File: src/rtl/hex_display_pkg.sv
// hex_display_pkg: segment patterns, FSM states and digit count for the hex display
package hex_display_pkg;
   localparam int NUM_DIGITS = 6;
   localparam logic [6:0] SEG_0 = 7'h3F;
   localparam logic [6:0] SEG_1 = 7'h06;
   localparam logic [6:0] SEG_2 = 7'h5B;
   localparam logic [6:0] SEG_3 = 7'h4F;
   localparam logic [6:0] SEG_4 = 7'h66;
   localparam logic [6:0] SEG_5 = 7'h6D;
   localparam logic [6:0] SEG_6 = 7'h7D;
   localparam logic [6:0] SEG_7 = 7'h07;
   localparam logic [6:0] SEG_8 = 7'h7F;
   localparam logic [6:0] SEG_9 = 7'h6F;
   localparam logic [6:0] SEG_A = 7'h77;
   localparam logic [6:0] SEG_B = 7'h7C;
   localparam logic [6:0] SEG_C = 7'h39;
   localparam logic [6:0] SEG_D = 7'h5E;
   localparam logic [6:0] SEG_E = 7'h79;
   localparam logic [6:0] SEG_F = 7'h71;
   localparam logic [6:0] SEG_BLANK = 7'h00;
   typedef enum logic [1:0] {IDLE, SCAN, COMMIT} state_t;
endpackage

File: src/rtl/hex7seg_nibble.sv
// hex7seg_nibble: combinational nibble to active-high seven-segment pattern
module hex7seg_nibble
   import hex_display_pkg::*;
(
   input  logic [3:0] nib,
   output logic [6:0] seg
);
   // full 16-entry lookup; F doubles as the default so no latch is possible
   always_comb begin
      case (nib)
         4'h0: seg = SEG_0;
         4'h1: seg = SEG_1;
         4'h2: seg = SEG_2;
         4'h3: seg = SEG_3;
         4'h4: seg = SEG_4;
         4'h5: seg = SEG_5;
         4'h6: seg = SEG_6;
         4'h7: seg = SEG_7;
         4'h8: seg = SEG_8;
         4'h9: seg = SEG_9;
         4'hA: seg = SEG_A;
         4'hB: seg = SEG_B;
         4'hC: seg = SEG_C;
         4'hD: seg = SEG_D;
         4'hE: seg = SEG_E;
         default: seg = SEG_F;
      endcase
   end
endmodule

File: src/rtl/hex_display_ctrl.sv
// hex_display_ctrl: six-digit hex display with shared decoder, atomic commit, LZ blanking and blink
module hex_display_ctrl
   import hex_display_pkg::*;
#(
   parameter int BLINK_DIV = 25_000_000
) (
   input  logic        MAX10_CLK1_50,
   input  logic        RST,
   input  logic [23:0] VALUE,
   input  logic        LOAD,
   input  logic        BLANK_LZ,
   input  logic [5:0]  DP,
   input  logic [5:0]  BLINK_EN,
   output logic        READY,
   output logic [7:0]  HEX0,
   output logic [7:0]  HEX1,
   output logic [7:0]  HEX2,
   output logic [7:0]  HEX3,
   output logic [7:0]  HEX4,
   output logic [7:0]  HEX5,
   output logic [9:0]  LEDR
);
   localparam int CW = (BLINK_DIV > 2) ? $clog2(BLINK_DIV) : 1;

   state_t state;
   logic [NUM_DIGITS-1:0][3:0] sval;
   logic [NUM_DIGITS-1:0][7:0] stage, committed, hex;
   logic [5:0] dp;
   logic [2:0] idx;
   logic [7:0] led;
   logic [CW-1:0] cnt;
   logic [3:0] nib;
   logic [6:0] seg;
   logic blz, seen, phase, blank;

   assign nib   = sval[idx];
   assign blank = blz & ~seen & (nib == 4'd0) & (idx != 3'd0);
   assign READY = (state == IDLE);
   assign LEDR  = {state != IDLE, phase, led};
   assign {HEX5, HEX4, HEX3, HEX2, HEX1, HEX0} = hex;

   hex7seg_nibble u_dec (.nib(nib), .seg(seg));

   // load/scan/commit sequencer: decodes one digit per cycle into stage, then commits all at once
   always_ff @(posedge MAX10_CLK1_50 or posedge RST) begin
      if (RST) begin
         state     <= IDLE;
         sval      <= '0;
         blz       <= 1'b0;
         dp        <= '0;
         idx       <= '0;
         seen      <= 1'b0;
         stage     <= '1;
         committed <= '1;
         led       <= '0;
      end else begin
         case (state)
            IDLE: if (LOAD) begin
               sval  <= VALUE;
               blz   <= BLANK_LZ;
               dp    <= DP;
               idx   <= 3'd5;
               seen  <= 1'b0;
               state <= SCAN;
            end
            SCAN: begin
               stage[idx] <= {~dp[idx], ~(blank ? SEG_BLANK : seg)};
               seen       <= seen | (nib != 4'd0);
               idx        <= idx - 3'd1;
               state      <= (idx == 3'd0) ? COMMIT : SCAN;
            end
            COMMIT: begin
               committed <= stage;
               led       <= {sval[1], sval[0]};
               state     <= IDLE;
            end
            default: state <= IDLE;
         endcase
      end
   end

   // free-running blink divider; phase flips each time the counter wraps
   always_ff @(posedge MAX10_CLK1_50 or posedge RST) begin
      if (RST) begin
         cnt   <= '0;
         phase <= 1'b0;
      end else begin
         cnt   <= (cnt == CW'(BLINK_DIV - 1)) ? '0 : cnt + 1'b1;
         phase <= (cnt == CW'(BLINK_DIV - 1)) ? ~phase : phase;
      end
   end

   // registered pin drive with per-digit blink override
   always_ff @(posedge MAX10_CLK1_50 or posedge RST) begin
      if (RST) hex <= '1;
      else for (int i = 0; i < NUM_DIGITS; i++) hex[i] <= (BLINK_EN[i] & phase) ? 8'hFF : committed[i];
   end
endmodule
File: config.mk
export PLATFORM = sky130hd
export DESIGN_NAME = hex_display_ctrl
export DESIGN_NICKNAME = d
export VERILOG_FILES = /design/src/rtl/hex_display_pkg.sv /design/src/rtl/hex7seg_nibble.sv /design/src/rtl/hex_display_ctrl.sv
export SDC_FILE = /design/constraint.sdc
export NUM_CORES = 1
export LEC_CHECK = 0
export CORE_MARGIN = 10
export CORE_UTILIZATION = 26
export CTS_CLUSTER_SIZE = 25
export DETAILED_ROUTE_END_ITERATION = 7
export GPL_ROUTABILITY_DRIVEN = 0
export GPL_TIMING_DRIVEN = 0
export SYNTH_ARGS = -nofsm -noshare
export SYNTH_HDL_FRONTEND = slang
export SYNTH_SLANG_ARGS = --single-unit
File: constraint.sdc
create_clock -name MAX10_CLK1_50 -period 13.7 [get_ports MAX10_CLK1_50]
set_input_delay 4.11 -clock MAX10_CLK1_50 [delete_from_list [all_inputs] [get_ports MAX10_CLK1_50]]
set_output_delay 4.11 -clock MAX10_CLK1_50 [all_outputs]
set_load 0.05 [all_outputs]
==> results of run 1 <==
worst paths after layout:
check / start / to / slack (ns) / cells past startpoint
worst max-delay path: state[0] / READY / 7.51 / 2
worst min-delay path: stage[11] / stage[11] / 0.46 / 2
worst max register to register: idx[2] / stage[38] / 10.55 / 9
worst min register to register: stage[11] / stage[11] / 0.46 / 2
max in group asynchronous: RST / committed[15] / 8.56 / 3
min in group asynchronous: RST / cnt[13] / 4.17 / 2
cells in the final DEF, fill, tap and decap left out, types with 15 or more instances in the layout:
cell type        synthesis  routed
dfstp_2                144     144
nand2_1                121     121
nand3_1                 15      15
mux2_2                  83      83
nand2b_1                54      54
clkbuf_1                19      22
clkdlybuf4s50_1          0      98
nor2_1                  34      34
clkbuf_16                0      24
mux2i_1                 15      15
o21ai_0                 17      17
dfrtp_1                 71      71
per-stage QoR:
step                      cells   util  setup slack, ns  instance area, um^2  power (uW)
after floorplan             705      -             3.95                 8840        1820
after detailed placement   1252  0.311             7.97                10400        2190
after global placement     1251  0.310             1.10                10400        2160
after CTS                  1295  0.335             7.50                11200        2860
final                      1295  0.335             7.51                11200        2810
after global routing       1295  0.335             7.46                11200        2980
registers in the layout, indices dropped and copies added (netlist names), 2 cells and up:
| register | count |
|---|---|
| HEX2 | 8 |
| stage | 48 |
| dp | 6 |
| cnt | 25 |
| led | 8 |
| HEX5 | 8 |
| committed | 48 |
| HEX3 | 8 |
| sval | 24 |
| idx | 3 |
| state | 2 |
| HEX4 | 8 |
| HEX0 | 8 |
| HEX1 | 8 |
power groups by stage:
stage	combinational (uW)	sequential [uW]	clock, uW
after global placement	1070	1090	0
after detailed placement	1090	1100	0
final	1070	1080	653
after floorplan	538	1280	0
after CTS	1090	1090	677
after global routing	1170	1110	701
routing by layer:
metal,part of all wire,vias up,track usage
met2,0.45,115,0.148
met5,0,-,0
li1,-,2612,-
met4,0.022,0,0.0280
met1,0.47,2632,0.128
met3,0.053,26,0.0206
cells by family (layout without fill, tap and decap cells):
| logic type | Yosys count | in the layout | synth area share |
|---|---|---|---|
| fa+ha+maj | 9 | 9 | 0.0127 |
| compound gates | 51 | 51 | 0.0376 |
| simple gates | 266 | 266 | 0.149 |
| buf+inv | 41 | 183 | 0.0205 |
| mux | 102 | 102 | 0.130 |
| xor+xnor | 21 | 21 | 0.0208 |
| flops | 215 | 215 | 0.629 |
worst register-to-register path, delay by kind of cell, from the launching register on:
| kind | cells | cell delay, ns |
|---|---|---|
| AOI/OAI and AO/OA | 3 | 1.31 |
| adders and majority gates | 1 | 0.31 |
| buffers and inverters | 1 | 0.20 |
| DFF | 1 | 0.40 |
| muxes | 1 | 0.29 |
| and+or+nand+nor | 3 | 0.59 |
final cells by class:
| class | count | area share |
|---|---|---|
| clock inverters | 9 | 0.0100 |
| inverters | 14 | 0.00534 |
| clock buffers | 34 | 0.0630 |
| well taps | 448 | 0.0499 |
| flip-flops and latches | 215 | 0.495 |
| repair buffers | 99 | 0.0897 |
| plain buffers | 27 | 0.0115 |
| multi-input cells | 449 | 0.276 |
==> summary.md, run 1 <==
| Metric | Value |
|---|---|
| Layout cell share with drive strength beyond 1 | `0.346` |
| Worst Max-Slew Pin Slew | `between 0.8 and 0.9 ns` |
| PwrDens | `approximately 250 nW/um^2` |
| Post-synth top cells | `dfstp_2, nand2_1, mux2_2, dfrtp_1, nand2b_1` |
| Final worst-path cycle share | `0.452` |
| Clock tree sinks | `215` |
| Status | `finished, final reports clean` |
| FILL cells | `~3400` |
| Largest net degree at the start of global routing | `about 110` |
| Crit Path Class | `flip-flop to output port` |
| Top cells by area, synth | `dfstp_2, dfrtp_1, mux2_2` |
| Synth cell types | `51` |
| Die width | `204 um` |
| Crit. End Element | `output port` |
| Final Hold Vio Count | `0` |
| Worst path slowest cell | `clkdlybuf4s50_1` |
| Drt total wl | `slightly below 20 mm` |
| Area Growth Syn to Fin | `27.1%` |
| Port bufs | `between 90 and 100` |
| Register area share after synthesis | `0.629` |
| Syn Nets | `between 700 and 800` |
| Clock power frac | `0.233` |
| Antenna violations before repair | `0` |
| Resize count post-CTS | `0` |
| Starting Density | `0.264` |
| Placement Rows | `67` |
| Tmin final | `between 6 and 7 ns` |
| Unrepaired setup endpoints after global routing | `false` |
| CP cell instances | `nor2_1, clkdlybuf4s50_1` |
| Avg Cell Area, Syn | `around 13 um^2` |
| Logic gate share of total power | `0.383` |
| Largest stage delay, worst path | `approximately 0.88 ns` |
| NetSw | `1030 uW` |
| Seq pwr share | `0.385` |
| Cell Int Power | `between 1500 and 2000 uW` |
| Vias/cell | `4.16` |
| Count of flip-flops with a built-in enable after synthesis | `0` |
| Ant diodes | `0` |
| Total GRT Usage | `0.0945` |
| Antenna-violating nets left | `0` |
| Final hold slack | `0.464 ns` |
| Count leader, synth | `dfstp_2` |
| Register area | `around 5600 um^2` |
| Multi-input gate area | `about 3100 um^2` |
| Leak | `between 0.004 and 0.005 uW` |
| Buf/Inv on CP | `1` |
| Die area | `41800 um^2` |
| Rel. slew slack | `0.440` |
| Vias | `between 5000 and 6000` |
| Main synth FF type | `dfstp_2` |
| Leading area contributor after synthesis | `dfstp_2` |
| Worst path top cell family by delay | `buffers and inverters` |
| WP data arrival | `approximately 2.1 ns` |
| Critical Path Fanout Max | `4` |
| Cts bufs inserted | `24` |
| DP HPWL | `about 14 mm` |
| Peak Freq | `around 0.16 GHz` |
| Post-CTS setup buffers | `0` |
| Synth Cell Area | `about 8800 um^2` |
| Setup_tns | `0 ns` |
| Buffer depth of the longest clock path | `3` |
| Die Ht | `just over 200 um` |
| Clock root buffer | `clkbuf_16` |
| Switching Share | `0.365` |
| Initial DRC Count | `around 270` |
| Worst-path clk slew | `about 0.060 ns` |
| Nets | `approximately 900` |
| Global route overflow | `0` |
| Vias in the first global route | `around 5700` |
| DRC violations left | `0` |
| Worst Hold Class | `flip-flop to flip-flop` |
| Post-CTS Hold Buffers | `0` |
| Critical Path RT | `around 9.6 ns` |
| Post-synth ARST share | `1.00` |
| Clk Latency, worst-skew pair | `just over 0.5 ns` |
| Post-synthesis register bit count | `between 200 and 250` |
| IO Count | `slightly below 100` |
| H-tree depth | `1` |
| Peak supply drop | `between 0.1 and 0.15 mV` |
| Ys Warns | `0` |
| First-pass detailed-route iteration total | `4` |
| Clock Skew | `0.00765 ns` |
| Cells after Synth | `705` |
| Core area | `33500 um^2` |
| Wirelength per Cell | `15.2 um` |
| Startpoint Class | `flip-flop` |
| CTS tree | `built` |
| Area share of the largest cell type after synthesis | `0.428` |
| Endpoints failing setup | `0` |
| First-pass GRT wire length | `31.9 mm` |
| Slew Limit Fails | `0` |
| MaxCap Viol Count | `0` |
(Power assumes the default switching activity.)
==> run 2, diff against run 1 <==
==> constraint.sdc (replaced) <==
create_clock -name MAX10_CLK1_50 -period 5.45 [get_ports MAX10_CLK1_50]
set_input_delay 1.635 -clock MAX10_CLK1_50 [delete_from_list [all_inputs] [get_ports MAX10_CLK1_50]]
set_output_delay 1.635 -clock MAX10_CLK1_50 [all_outputs]
set_load 0.05 [all_outputs]
==> run 2 against run 1 <==
Register-to-register slack worse by 8.2 ns; critical endpoint unchanged; largest cell class unchanged; setup slack lost 5.7 ns; critical path depth unchanged; die area did not move; clock power grew 150%; sequential cell count stayed put; cell count is 0.31% higher; global-route usage fell by 0.054 points; sequential power rose to 2.5 times the previous value.
==> summary.md, run 2 (same netlist as run 1, synthesis figures left out) <==
| Metric | Value |
|---|---|
| Status | `finished, final reports clean (unchanged)` |
| Grt peak-use layer | `met2 (unchanged)` |
| Met1 Use GR | `0.126 (was 0.128)` |
| Non-filler instance count after layout | `1299 (was 1295)` |
| Vias in the first global route | `5664 (was 5669)` |
| Commonest non-fill, non-tap cell in the layout | `dfstp_2 (unchanged)` |
| Post-CTS setup buffers | `0 (unchanged)` |
| Peak supply drop | `0.291 mV (was 0.115 mV)` |
| Unrepaired setup endpoints after global routing | `false (unchanged)` |
| Antenna violations before repair | `0 (unchanged)` |
| DRC violations left | `0 (unchanged)` |
| Tmin final | `3.68 ns` |
| Drt total wl | `19.6 mm (was 19.7 mm)` |
| Clk Latency, worst-skew pair | `0.52 ns (was 0.51 ns)` |
| Critical Path RT | `3.82 ns (was 9.59 ns)` |
| DP HPWL | `14.0 mm (was 13.7 mm)` |
| Ant diodes | `0 (unchanged)` |
| Nets | `884 (was 879)` |
| Vias/cell | `4.13 (was 4.16)` |
| Die width | `204 um (unchanged)` |
| Rel. slew slack | `0.373 (was 0.440)` |
| Vias | `5368 (was 5385)` |
| Worst Max-Slew Pin Slew | `0.936 ns (was 0.836 ns)` |
| Wirelength per Cell | `15.1 um (was 15.2 um)` |
| H-tree depth | `1 (unchanged)` |
| Leak | `0.00476 uW (was 0.00474 uW)` |
| Largest registers | `committed x48, stage x48, cnt x25 (unchanged)` |
| CTS tree | `built (unchanged)` |
| Placement Rows | `67 (unchanged)` |
| Die Ht | `204 um (unchanged)` |
| Largest net degree at the start of global routing | `43 (was 109)` |
| Buffer depth of the longest clock path | `3 (unchanged)` |
| Final Hold Vio Count | `0 (unchanged)` |
| Final worst-path cycle share | `0.676` |
| Initial DRC Count | `261 (was 266)` |
| Peak Freq | `0.272 GHz` |
| Startpoint Class | `flip-flop (unchanged)` |
| Layout cell share with drive strength beyond 1 | `0.344 (was 0.346)` |
| Core area | `33500 um^2 (unchanged)` |
| Worst Hold Class | `flip-flop to flip-flop (unchanged)` |
| IO Count | `99 (unchanged)` |
| MaxCap Viol Count | `0 (unchanged)` |
| Post-CTS Hold Buffers | `0 (unchanged)` |
| First-pass detailed-route iteration total | `4 (unchanged)` |
| Global route overflow | `0 (unchanged)` |
| Design Power | `7030 uW (was 2810 uW)` |
| Setup_tns | `0 ns (unchanged)` |
| FILL cells | `3387 (was 3389)` |
| Die area | `41800 um^2 (unchanged)` |
| Total GRT Usage | `0.0940 (was 0.0945)` |
| Resize count post-CTS | `0 (unchanged)` |
| Clock Skew | `0.0154 ns (was 0.00765 ns)` |
| Worst-path clk slew | `0.06 ns (about the same)` |
| DP Cell Count | `1256 (was 1252)` |
| Crit. End Element | `output port (unchanged)` |
| PwrDens | `623 nW/um^2 (was 250 nW/um^2)` |
| Commonest non-fill, non-tap cells in the layout | `dfstp_2, nand2_1, clkdlybuf4s50_1 (unchanged)` |
| Port bufs | `98 (unchanged)` |
| Final hold slack | `0.471 ns (was 0.464 ns)` |
| Starting Density | `0.264 (unchanged)` |
| Clock tree sinks | `215 (unchanged)` |
| Critical Path Fanout Max | `4 (unchanged)` |
| Met3 Usage GRT | `0.0209 (was 0.0206)` |
| First-pass GRT wire length | `31.5 mm (was 31.9 mm)` |
| GRT met2 Usage | `0.148 (about the same)` |
| WP data arrival | `2.05 ns (was 2.08 ns)` |
| Clock root buffer | `clkbuf_16 (unchanged)` |
| Slew Limit Fails | `0 (unchanged)` |
| Antenna-violating nets left | `0 (unchanged)` |
| Crit Path Class | `flip-flop to output port (unchanged)` |
| Cts bufs inserted | `25 (was 24)` |
| Endpoints failing setup | `0 (unchanged)` |
| Area Growth Syn to Fin | `27.6% (was 27.1%)` |
run 2: cell types whose count changed in the layout (fill, tap and decap cells not counted), moves of 2 or more:
cell / before / now
clkbuf_1: 22 / 26
buf_12: 0 / 5
clkinv_2: 3 / 1
clkbuf_8: 7 / 5
run 2: metal layers:
layer | share of wire | vias up
li1 | - | 2624
met5 | 0 | -
met4 | 0.022 | 0
met1 | 0.47 | 2614
met2 | 0.45 | 105
met3 | 0.051 | 25
run 2: layout make-up:
cell class	instances	area, um^2	area share
tap	448	561	0.0497
timing repair buffer	103	1080	0.0958
buffer	27	129	0.0114
inverter	14	56.3	0.00499
sequential	215	5560	0.493
clock inverter	6	78.8	0.00698
clock buffer	37	721	0.0638
multi-input combinational	449	3100	0.275
run 2: metrics by stage:
step	utilization	instance area [um^2]	setup slack, ns
after detailed placement	0.313	10500	2.13
after global placement	0.310	10400	-0.532
after floorplan	-	8850	1.13
final	0.337	11300	1.77
after global routing	0.337	11300	1.66
after CTS	0.337	11300	1.72
run 2: where the power goes:
part | switching, uW | total (uW) | internal (uW) | leakage, uW
logic | 1680 | 2710 | 1040 | 0.00196
registers | 263 | 2710 | 2450 | 0.00241
clock network | 646 | 1610 | 964 | 0.000385
total | 2590 | 7030 | 4450 | 0.00476
run 2: worst paths after layout:
check	startpoint	to	slack, ns	cells after the start
setup / recovery	state[0]	READY	1.77	2
hold / removal	stage[11]	stage[11]	0.47	2
hold reg to reg	stage[11]	stage[11]	0.47	2
max in group asynchronous	RST	HEX2[6]	2.75	5
setup reg to reg	idx[1]	stage[6]	2.34	9
min in group asynchronous	RST	committed[35]	1.89	2
run 2: critical path, stage by stage (launching register included):
cell and delay, ns:
dfrtp_1 0.39, nor2_1 0.27, clkdlybuf4s50_1 0.87
==> run 3, diff against run 2 <==
==> constraint.sdc (replaced) <==
create_clock -name MAX10_CLK1_50 -period 3.8 [get_ports MAX10_CLK1_50]
set_input_delay 1.14 -clock MAX10_CLK1_50 [delete_from_list [all_inputs] [get_ports MAX10_CLK1_50]]
set_output_delay 1.14 -clock MAX10_CLK1_50 [all_outputs]
set_load 0.05 [all_outputs]
==> results of run 3 <==
Same layout as run 2 (identical final DEF). Status: finished, final reports clean.
Among the figures that moved: setup slack after placement 2.13 ns -> 0.670 ns; setup slack after layout 1.77 ns -> 0.613 ns; register-to-register setup slack 2.34 ns -> 0.69 ns; total power 7030 uW -> 10100 uW; worst IR drop on VDD 0.291 mV -> 0.417 mV
